File: src/rtl/pc_fetch_unit_if.sv
// Fetch-stage bus between the core (master) and pc_fetch_unit (slave):
// redirect/control requests inward, PC and fetch status outward.
interface pc_fetch_unit_if;
  logic        stall;
  logic        branch_taken;
  logic [31:0] branch_target;
  logic        jump;
  logic [31:0] jump_target;
  logic        halt;
  logic [31:0] pc;
  logic [31:0] pc_plus4;
  logic [31:0] imem_addr;
  logic        fetch_valid;
  logic        fault;
  logic [31:0] fault_addr;
  logic [31:0] fetch_count;

  modport master (
    output stall, branch_taken, branch_target, jump, jump_target, halt,
    input  pc, pc_plus4, imem_addr, fetch_valid, fault, fault_addr, fetch_count
  );

  modport slave (
    input  stall, branch_taken, branch_target, jump, jump_target, halt,
    output pc, pc_plus4, imem_addr, fetch_valid, fault, fault_addr, fetch_count
  );
endinterface

File: src/rtl/pc_fetch_unit.sv
// PC register and next-PC selection with BOOT/RUN/HALTED/FAULT fetch gating.
// Optional macro FETCH_COUNT_EN adds a consumed-instruction counter on fetch_count.
module pc_fetch_unit #(
  parameter logic [31:0] RESET_PC   = 32'h0000_0000,
  parameter int unsigned IMEM_DEPTH = 64
) (
  input logic            clk,
  input logic            reset,
  pc_fetch_unit_if.slave bus
);

  localparam logic [31:0] PC_LIMIT = 32'(4 * IMEM_DEPTH);

  typedef enum logic [1:0] {
    BOOT   = 2'd0,
    RUN    = 2'd1,
    HALTED = 2'd2,
    FAULT  = 2'd3
  } state_e;

  state_e      state_q, state_d;
  logic [31:0] pc_q, pc_d;
  logic        fault_q, fault_d;
  logic [31:0] fault_addr_q, fault_addr_d;
  logic [31:0] pc_plus4;
  logic [31:0] candidate;
  logic        target_bad;

  assign pc_plus4 = pc_q + 32'd4;

  // Jump beats branch; sequential fall-off and wrap are caught by the range test.
  always_comb begin
    candidate = pc_plus4;
    if (bus.jump) begin
      candidate = bus.jump_target;
    end else if (bus.branch_taken) begin
      candidate = bus.branch_target;
    end
  end

  assign target_bad = (candidate[1:0] != 2'b00) || (candidate >= PC_LIMIT);

  always_ff @(posedge clk or negedge reset) begin
    if (!reset) begin
      state_q      <= BOOT;
      pc_q         <= RESET_PC;
      fault_q      <= 1'b0;
      fault_addr_q <= 32'd0;
    end else begin
      state_q      <= state_d;
      pc_q         <= pc_d;
      fault_q      <= fault_d;
      fault_addr_q <= fault_addr_d;
    end
  end

  always_comb begin
    state_d      = state_q;
    pc_d         = pc_q;
    fault_d      = fault_q;
    fault_addr_d = fault_addr_q;
    unique case (state_q)
      BOOT: begin
        state_d = RUN;
      end
      RUN: begin
        if (bus.halt) begin
          state_d = HALTED;
        end else if (!bus.stall) begin
          if (target_bad) begin
            state_d      = FAULT;
            fault_d      = 1'b1;
            fault_addr_d = candidate;
          end else begin
            pc_d = candidate;
          end
        end
      end
      HALTED, FAULT: begin
        state_d = state_q;
      end
      default: begin
        state_d = BOOT;
      end
    endcase
  end

  always_comb begin
    bus.fetch_valid = (state_q == RUN);
    bus.pc          = pc_q;
    bus.pc_plus4    = pc_plus4;
    bus.imem_addr   = {2'b00, pc_q[31:2]};
    bus.fault       = fault_q;
    bus.fault_addr  = fault_addr_q;
  end

`ifdef FETCH_COUNT_EN
  logic [31:0] fetch_count_q, fetch_count_d;

  // The faulting instruction was consumed too, so it is counted.
  always_comb begin
    fetch_count_d = fetch_count_q;
    if ((state_q == RUN) && !bus.halt && !bus.stall) begin
      fetch_count_d = fetch_count_q + 32'd1;
    end
  end

  always_ff @(posedge clk or negedge reset) begin
    if (!reset) begin
      fetch_count_q <= 32'd0;
    end else begin
      fetch_count_q <= fetch_count_d;
    end
  end

  assign bus.fetch_count = fetch_count_q;
`else
  assign bus.fetch_count = 32'd0;
`endif

endmodule

File: src/flat_wrapper.sv
// flat-port wrapper written by rule: the top's interface ports become plain ports
module pc_fetch_unit_flat 
#(
  parameter logic [31:0] RESET_PC   = 32'h0000_0000,
  parameter int unsigned IMEM_DEPTH = 64
)
  (clk, reset, bus_stall, bus_branch_taken, bus_branch_target, bus_jump, bus_jump_target, bus_halt, bus_pc, bus_pc_plus4, bus_imem_addr, bus_fetch_valid, bus_fault, bus_fault_addr, bus_fetch_count);
  pc_fetch_unit_if bus_i ();
  input logic clk;
  input logic reset;
  input wire logic [$bits(bus_i.stall)-1:0] bus_stall;
  input wire logic [$bits(bus_i.branch_taken)-1:0] bus_branch_taken;
  input wire logic [$bits(bus_i.branch_target)-1:0] bus_branch_target;
  input wire logic [$bits(bus_i.jump)-1:0] bus_jump;
  input wire logic [$bits(bus_i.jump_target)-1:0] bus_jump_target;
  input wire logic [$bits(bus_i.halt)-1:0] bus_halt;
  output wire logic [$bits(bus_i.pc)-1:0] bus_pc;
  output wire logic [$bits(bus_i.pc_plus4)-1:0] bus_pc_plus4;
  output wire logic [$bits(bus_i.imem_addr)-1:0] bus_imem_addr;
  output wire logic [$bits(bus_i.fetch_valid)-1:0] bus_fetch_valid;
  output wire logic [$bits(bus_i.fault)-1:0] bus_fault;
  output wire logic [$bits(bus_i.fault_addr)-1:0] bus_fault_addr;
  output wire logic [$bits(bus_i.fetch_count)-1:0] bus_fetch_count;
  assign bus_i.stall = bus_stall;
  assign bus_i.branch_taken = bus_branch_taken;
  assign bus_i.branch_target = bus_branch_target;
  assign bus_i.jump = bus_jump;
  assign bus_i.jump_target = bus_jump_target;
  assign bus_i.halt = bus_halt;
  assign bus_pc = bus_i.pc;
  assign bus_pc_plus4 = bus_i.pc_plus4;
  assign bus_imem_addr = bus_i.imem_addr;
  assign bus_fetch_valid = bus_i.fetch_valid;
  assign bus_fault = bus_i.fault;
  assign bus_fault_addr = bus_i.fault_addr;
  assign bus_fetch_count = bus_i.fetch_count;
  pc_fetch_unit #(.RESET_PC(RESET_PC), .IMEM_DEPTH(IMEM_DEPTH)) u_core (.clk(clk), .reset(reset), .bus(bus_i));
endmodule
File: config.mk
export PLATFORM = sky130hd
export DESIGN_NAME = pc_fetch_unit_flat
export DESIGN_NICKNAME = d
export VERILOG_FILES = /design/src/rtl/pc_fetch_unit_if.sv /design/src/rtl/pc_fetch_unit.sv /design/src/flat_wrapper.sv
export SDC_FILE = /design/constraint.sdc
export NUM_CORES = 1
export LEC_CHECK = 0
export ABC_CLOCK_PERIOD_IN_PS = 2900
export CORE_AREA = 5 5 116 118
export CTS_CLUSTER_DIAMETER = 50
export DETAILED_ROUTE_END_ITERATION = 8
export DIE_AREA = 0 0 121 123
export GPL_TIMING_DRIVEN = 0
export PLACE_DENSITY = 0.79
export SYNTH_ARGS = -nofsm -noshare
export SYNTH_HDL_FRONTEND = slang
export SYNTH_SLANG_ARGS = --single-unit
File: constraint.sdc
create_clock -name clk -period 2.9 [get_ports clk]
set_input_delay 0.58 -clock clk [delete_from_list [all_inputs] [get_ports clk]]
set_output_delay 0.58 -clock clk [all_outputs]
set_load 0.02 [all_outputs]
==> impl_metrics.ini, run 1 <==
[global_route]
antenna_found_initial = 0
overflow = 0
grt_max_degree = 68
grt_pass1_wl_um = 26800
gr-usage-all-layers = 0.233
first_global_vias = 4832

[drt]
drc_errors = 0
drt-initial-drc-count = 278
vias_per_cell = 4.95
wl_per_cell_um = 19.0
via_count = 4652
wl_um = 17800
firstDrtPassIters = 5
antenna_left = 0

[worst_setup_path]
path_max_fanout = 6
endpoint_kind = flip-flop
cp-start-kind = flip-flop
critPathKind = reg -> reg
crit_path_top_delay_cell = dfrtp_2
required_ns = 3.11
cpPeakStageDelay_ns = 0.41
cp.arrival_ns = 3.35
crit_top_cell = buf_4
reg2reg_setup_slack_ns = -0.24
crit_chain = nand4_4 -> buf_4 -> nor3_4 -> xor2_2 -> a222oi_1 -> buf_4 -> o2111ai_2 -> nor4_2 -> and4_4 -> and3_4 -> buf_8 -> mux2_4

[timing]
finalHoldViolCount = 0
final_max_slew_viol_count = 0
fmax_mhz = 318
min_period_ns = 3.14
slew-limit-headroom = 0.195
fin_setup_tns_ns = -9.12
setup_viol = 63
worst_slack_ns = -0.240
fin_crit_sh = 1.08
fin_skew_ns = 0.00645
tightest_slew_ns = 1.20
rsz0062_at_grt = true

[final_layout]
fin_util = 0.651
mostFrequentLayoutCells = clkdlybuf4s50_1, buf_4, dfrtp_1
synthToLayoutAreaGrowth_pct = 85.0
n_fill_cell = 981
layout_commonest_cell = clkdlybuf4s50_1
drive_above_1_share = 0.374
final_nets = 833
final_area_um2 = 8040
antennaDiodeCount = 0

[clock_tree]
htreeDepth = 3
cts_tree = done
cts_max_path_buffers = 2
cts.hold.buffers_added = 0
clk_pin_slew_ns = 0.06
cts_root_buffer = clkbuf_16
clk_latency_ns = 0.33
clock-sinks = 67
numCtsBuffers = 9

[power]
leakage_nw = 3.88
seqPwrFrac = 0.392
ir_drop_mv = 0.230
power_frac_comb = 0.217
p_switching_mw = 0.714
p_sw_frac = 0.276
p_int_mw = 1.87
clock_power_share = 0.391
power_density_nw_per_um2 = 322

[synthesis]
synth-main-ff-cell = dfrtp_1
ys_seq_area_frac = 0.386
yosysTopAreaCellShare = 0.386
async_flop_share = 1.00
synth-seq-cells = 67
syn_inst = 457
synth_enable_flop_cells = 0
yosys.cell_types.count = 50
netlist_area_um2 = 4350
yosys_warnings = 0
synth_area_per_cell_um2 = 9.51
ys_top_cells_by_area = dfrtp_1, buf_4, mux2_2, nor2b_1, xnor2_1
synth.largest_area_cell = dfrtp_1

[placed_design]
dpl-instance-area_um2 = 6860
place.gp.congestion = 0.885
port_buffers = 196
place_hpwl_um = 12900

[job]
maxCapViolations = 0

[die]
die_x_um = 121
num_rows = 41
die_h_um = 123
die_area_um2 = 14900
io-pin-count = 232
initial_utilization = 0.352
core_um2 = 12400

[outcome]
violations = setup timing
status = complete, but fails checks

[worst_hold_path]
hold_path.class = in -> async
[through the flow]
stage / total power, mW / cells / setup WS (ns) / hold WS, ns
global route: 2.69 / 939 / -0.334 / 0.452
finish: 2.59 / 939 / -0.240 / 0.361
CTS: 2.58 / 923 / -0.201 / 0.407
floorplan: 1.28 / 490 / -0.193 / 0.284
global placement: 1.54 / 858 / -1.19 / 0.456
detailed placement: 1.55 / 858 / -1.14 / 0.458
[critical path, delay by kind of cell (launching register included)]
family,cells,cell delay (ns)
multiplexers,1,0.30
AO/OA/AOI/OAI,2,0.46
flip-flops,1,0.41
buffers and inverters,3,0.52
XOR/XNOR,1,0.15
AND/OR/NAND/NOR,5,1.18
[flip-flops by register name (all words and copies together), names as in the netlist]
| signal | count |
|---|---|
| u_core.bus.fault_addr | 32 |
| u_core.bus.pc | 32 |
| u_core.state_q | 2 |
| u_core.bus.fault | 1 |
[power groups by stage]
stage          clock network, mW  logic, mW  registers, mW
3_5_place_dp                   0      0.517           1.03
6_report                    1.01      0.561           1.01
4_1_cts                     1.02      0.546           1.01
2_1_floorplan                  0      0.199           1.08
5_1_grt                     1.08      0.595           1.02
3_3_place_gp                   0      0.509           1.03
[path summary, 6_finish.rpt]
check                                 start                end  depth (start not counted)
max in group asynchronous             reset  u_core.bus.pc[24]                          1
min in group clk           u_core.bus.fault   u_core.bus.fault                          1
min                                   reset  u_core.bus.pc[22]                          1
min reg2reg                u_core.bus.fault   u_core.bus.fault                          1
max reg2reg                u_core.bus.pc[7]   u_core.bus.pc[5]                         12
max                        u_core.bus.pc[7]   u_core.bus.pc[5]                         12
[repair_timing]
item | 4_1_cts | 5_1_grt
setup endpoints to repair | 87 | 84
pin swaps | 24 | 25
buffers inserted | 49 | 18
hold endpoints to repair | 0 | 0
gates cloned | 4 | 0
resized for setup | 104 | 54
[layout make-up]
type / count / area (µm²) / share of cell area
Multi-Input combinational cell: 316 / 2580 / 0.321
Timing Repair Buffer: 264 / 2510 / 0.312
Sequential cell: 67 / 1710 / 0.212
Buffer: 87 / 701 / 0.0871
Clock buffer: 11 / 243 / 0.0302
Tap cell: 172 / 215 / 0.0268
Inverter: 17 / 63.8 / 0.00793
Clock inverter: 5 / 28.8 / 0.00358
[synthesized netlist by cell type, types with 7 or more instances]
| cell | number |
|---|---|
| nand2_1 | 39 |
| xor2_1 | 11 |
| nor3_1 | 11 |
| mux2i_1 | 11 |
| inv_1 | 17 |
| nor2b_1 | 27 |
| o22a_1 | 9 |
| and4_1 | 7 |
| o21ai_0 | 13 |
| buf_4 | 67 |
| nor4_1 | 9 |
| xnor2_1 | 17 |
| mux2_2 | 20 |
| a21oi_1 | 8 |
| buf_2 | 8 |
| clkbuf_1 | 12 |
| a22o_1 | 9 |
| nor2_1 | 8 |
| nand4_1 | 10 |
| dfrtp_1 | 67 |
| nand3_1 | 11 |
[layer usage]
layer | track usage | routed length, µm | vias up
met2 | 0.396 | 8960 | 234
li1 | - | - | 2115
met3 | 0.0640 | 1370 | 39
met1 | 0.285 | 7030 | 2264
met4 | 0.0836 | 461 | 0
met5 | 0 | 0 | -
[cells by family after synthesis]
| kind of cell | synth area share |
|---|---|
| adder cells (fa/ha/maj) | 0.00288 |
| other | 0.000863 |
| AO/OA/AOI/OAI | 0.119 |
| AND/OR/NAND/NOR | 0.193 |
| multiplexers | 0.0875 |
| buffers and inverters | 0.154 |
| XOR/XNOR | 0.0564 |
| flip-flops | 0.386 |
Note: power is estimated with default switching activity, not from simulation.
==> run 2, diff against run 1 <==
Settings changed: CAP_MARGIN from default to 25, CTS_CLUSTER_SIZE from default to 40.
==> run 2 against run 1 <==
The flow still finishes with violations (setup timing). Sequential cell count unchanged. Final area up 3.0%. Routed wire length up 5.0%. Total power up 5.2%. Sequential power about the same. Worst hold slack worse by 0.013 ns. Die area unchanged. Global-route usage up 1.1 points. Critical path depth up 3. Clock power up 9.9%. Clock skew up 0.0029 ns.
==> impl_metrics.ini, run 2 (synthesized netlist as in run 1, its figures left out) <==
[outcome]
status = complete, but fails checks
violations = setup timing

[drt]
firstDrtPassIters = 5
antenna_left = 0
via_count = 4802
wl_per_cell_um = 19.5
vias_per_cell = 5.01
drc_errors = 0
wl_um = 18700
drt-initial-drc-count = 276

[final_layout]
fin_util = 0.670
mostFrequentLayoutCells = clkdlybuf4s50_1, buf_4, dfrtp_1
drive_above_1_share = 0.395
final_area_um2 = 8290
antennaDiodeCount = 0
final_nets = 853
n_fill_cell = 958
synthToLayoutAreaGrowth_pct = 90.7
layout_commonest_cell = clkdlybuf4s50_1

[placed_design]
pre_cts_slack_ns = -1.14
place_hpwl_um = 13000
port_buffers = 196
place.gp.congestion = 0.885
dpl-instance-area_um2 = 6870

[worst_hold_path]
hold_path.class = in -> async

[worst_setup_path]
required_ns = 3.12
cp-start-kind = flip-flop
reg2reg_to = u_core.bus.fault_addr[20]
path_max_fanout = 5
endpoint_kind = flip-flop
rr_worst_depth = 15
r2r_start = u_core.bus.pc[4]
cp.arrival_ns = 3.42
critPathKind = reg -> reg
reg2reg_setup_slack_ns = -0.31

[die]
initial_utilization = 0.352
io-pin-count = 232
die_x_um = 121
die_h_um = 123
die_area_um2 = 14900
core_um2 = 12400
num_rows = 41

[timing]
worst_slack_ns = -0.305
slew-limit-headroom = 0.416
fin_setup_tns_ns = -11.62
rsz0062_at_grt = true
min_period_ns = 3.21
fin_skew_ns = 0.00938
finalHoldViolCount = 0
final_max_slew_viol_count = 0
fmax_mhz = 312
tightest_slew_ns = 0.876
setup_viol = 66
fin_crit_sh = 1.11

[clock_tree]
cts.hold.buffers_added = 0
clk_pin_slew_ns = 0.06
clock-sinks = 67
numCtsBuffers = 9
cts_max_path_buffers = 2
htreeDepth = 3
clk_latency_ns = 0.34
cts_root_buffer = clkbuf_16
cts_tree = done

[global_route]
first_global_vias = 4967
antenna_found_initial = 0
grt_max_degree = 68
overflow = 0
grt_pass1_wl_um = 27800
gr-usage-all-layers = 0.244

[job]
maxCapViolations = 0

[power]
power_mw = 2.72
leakage_nw = 3.98
power_density_nw_per_um2 = 328
ir_drop_mv = 0.228
==> run 2: changes by cell type in the layout (fill, tap and decap cells not counted), sizes merged, moves of 2 or more <==
cell           delta
buf              +18
clkbuf            +3
clkdlybuf4s15     +2
clkinv            -2
dlygate4sd2       -4
==> run 2: worst max-delay path by stage <==
stage	to	slack (ns)	from	cells after the start
3_3_place_gp	u_core.bus.pc[2]	-1.19	reset	1
4_1_cts	u_core.bus.fault_addr[8]	-0.25	u_core.bus.pc[5]	12
6_report	u_core.bus.fault_addr[20]	-0.31	u_core.bus.pc[4]	15
2_1_floorplan	u_core.bus.pc[4]	-0.19	u_core.bus.pc[13]	12
3_5_place_dp	u_core.bus.pc[5]	-1.14	bus_jump	12
5_1_grt	u_core.bus.fault_addr[14]	-0.46	u_core.bus.pc[12]	12
==> run 2: through the flow <==
stage	hold WS (ns)	instances
finish	0.349	959
global placement	0.456	858
detailed placement	0.458	859
global route	0.450	959
CTS	0.397	941
floorplan	0.284	490
==> run 2: what timing repair did <==
action                                  CTS  global route
endpoints found under the hold margin     0             0
cloned                                    3             2
buffers inserted                         67            21
endpoints found under the setup margin   86            86
pin swaps                                31            21
gates resized for setup                 132            45
==> run 2: cell type report <==
cell class / count / area (µm²) / area share
clock buffers: 11 / 243 / 0.0293
inverters: 17 / 63.8 / 0.00770
well taps: 172 / 215 / 0.0260
plain buffers: 86 / 683 / 0.0824
repair buffers: 285 / 2700 / 0.326
flip-flops and latches: 67 / 1700 / 0.205
clock inverters: 5 / 52.6 / 0.00634
multi-input cells: 316 / 2630 / 0.317
==> run 2: per-layer routing <==
| layer | global-route usage | vias to the layer above | share of wire |
|---|---|---|---|
| met3 | 0.0535 | 38 | 0.075 |
| li1 | - | 2167 | - |
| met4 | 0.0942 | 0 | 0.031 |
| met2 | 0.423 | 239 | 0.50 |
| met5 | 0 | - | 0 |
| met1 | 0.296 | 2358 | 0.40 |
==> run 2: power breakdown <==
part           internal, mW  switching (mW)  total (mW)
logic                 0.320           0.279       0.598
registers             0.984          0.0308        1.01
clock network         0.685           0.422        1.11
==> run 2: worst max-delay path: stages (launching register included) <==
cell	delay [ns]
dfrtp_2	0.42
nand4_4	0.14
buf_4	0.16
buf_4	0.12
nor3_2	0.23
xor2_2	0.17
a222oi_1	0.33
buf_4	0.19
o2111ai_2	0.13
nor4_2	0.17
and4_4	0.26
buf_6	0.11
a21oi_4	0.07
buf_12	0.16
buf_8	0.13
mux2_4	0.30
==> run 3, diff against run 2 <==
Settings changed: PLACE_DENSITY 0.79 to 0.77.
==> run 3 against run 2 <==
The flow still finishes with violations (setup timing). Highest routed layer unchanged. Die area is the same. Clock skew shrank 0.0017 ns. Total power shrank 1.9%.
==> impl_metrics.ini, run 3 (synthesized netlist as in run 1, its figures left out) <==
[timing]
min_period_ns = 3.18
tightest_slew_ns = 0.868
rsz0062_at_grt = true
fin_setup_tns_ns = -9.92
setup_viol = 60
slew-limit-headroom = 0.421
final_max_slew_viol_count = 0
fmax_mhz = 315
fin_skew_ns = 0.00769
worst_slack_ns = -0.276
fin_crit_sh = 1.10
finalHoldViolCount = 0
whs_ns = 0.370

[global_route]
first_global_vias = 4898
antenna_found_initial = 0
overflow = 0
top_usage_layer = met2
grt_pass1_wl_um = 26900
grt_max_degree = 68
use_met1 = 0.281
grt_use_met3 = 0.0604
gr-usage-all-layers = 0.235
met2_usage = 0.415

[drt]
wl_um = 18400
wl_per_cell_um = 19.2
drc_errors = 0
via_count = 4706
drt-initial-drc-count = 265
firstDrtPassIters = 6
antenna_left = 0
vias_per_cell = 4.92

[clock_tree]
clk_latency_ns = 0.33
cts_root_buffer = clkbuf_16
htreeDepth = 3
cts_tree = done
cts.hold.buffers_added = 0
clock-sinks = 67
clk_pin_slew_ns = 0.05
cts_max_path_buffers = 2
numCtsBuffers = 9

[die]
die_area_um2 = 14900
initial_utilization = 0.352
num_rows = 41
die_x_um = 121
core_um2 = 12400
io-pin-count = 232
die_h_um = 123

[job]
maxCapViolations = 0

[power]
leakage_nw = 3.98
ir_drop_mv = 0.176
power_density_nw_per_um2 = 322
power_mw = 2.67

[placed_design]
port_buffers = 196
place.gp.congestion = 0.871
place_hpwl_um = 12900
dp_cells = 859
dpl-instance-area_um2 = 6870

[final_layout]
layout_commonest_cell = clkdlybuf4s50_1
final_area_um2 = 8300
synthToLayoutAreaGrowth_pct = 90.8
instances_no_fill = 956
antennaDiodeCount = 0
final_nets = 850
n_fill_cell = 947
drive_above_1_share = 0.399
mostFrequentLayoutCells = clkdlybuf4s50_1, buf_4, dfrtp_1

[worst_setup_path]
cp-start-kind = flip-flop
required_ns = 3.11
endpoint_kind = flip-flop
path_max_fanout = 6
reg2reg_setup_slack_ns = -0.28
reg2reg_to = u_core.bus.pc[5]
cp.arrival_ns = 3.39
r2r_start = u_core.bus.pc[5]
rr_worst_depth = 13
critPathKind = reg -> reg

[worst_hold_path]
hold_path.class = in -> async

[outcome]
status = complete, but fails checks
violations = setup timing
[run 3: power by group]
group	total (mW)	switching [mW]	internal, mW
clock network	1.07	0.399	0.673
registers	1.02	0.0321	0.984
logic	0.580	0.276	0.304
total	2.67	0.707	1.96
[run 3: worst max path at each step]
| stage | startpoint | slack, ns | to | cells past startpoint |
|---|---|---|---|---|
| after global routing | u_core.bus.pc[8] | -0.38 | u_core.bus.pc[5] | 11 |
| after floorplan | u_core.bus.pc[13] | -0.19 | u_core.bus.pc[4] | 12 |
| after detailed placement | bus_jump | -1.19 | u_core.bus.pc[5] | 12 |
| final | u_core.bus.pc[5] | -0.28 | u_core.bus.pc[5] | 13 |
| after global placement | reset | -1.24 | u_core.bus.pc[2] | 1 |
| after CTS | u_core.bus.pc[5] | -0.27 | u_core.bus.pc[5] | 12 |
[run 3: critical path: stages (launching register included)]
cell	delay (ns)
dfrtp_2	0.41
and4_4	0.24
buf_8	0.12
buf_4	0.11
nand4_1	0.14
xnor2_2	0.20
a221o_1	0.36
nor4_4	0.20
and3_4	0.24
and4_4	0.25
buf_6	0.10
and3_4	0.23
buf_8	0.15
mux2_4	0.30
[run 3: layer usage]
layer / up-vias / share of wire
li1: 2158 / -
met1: 2271 / 0.39
met2: 234 / 0.51
met3: 43 / 0.069
met4: 0 / 0.031
met5: - / 0
[run 3: area by class of cell]
class / instances / area [µm²] / area share
inverter: 17 / 70.1 / 0.00845
timing repair buffer: 281 / 2680 / 0.322
buffer: 87 / 696 / 0.0839
clock inverter: 1 / 7.51 / 0.000905
multi-input combinational: 316 / 2640 / 0.318
clock buffer: 15 / 288 / 0.0347
sequential: 67 / 1710 / 0.206
tap: 172 / 215 / 0.0259
[run 3: stage by stage]
stage,utilization,setup slack (ns)
floorplan,-,-0.193
global route,0.671,-0.376
CTS,0.651,-0.272
finish,0.671,-0.276
detailed placement,0.555,-1.19
global placement,0.555,-1.24
[run 3: timing repair]
item	in CTS	in global routing
gates resized for setup	114	63
hold endpoints to repair	0	0
setup endpoints to repair	86	85
buffers inserted	67	22
gates cloned	3	1
pin swaps	30	21
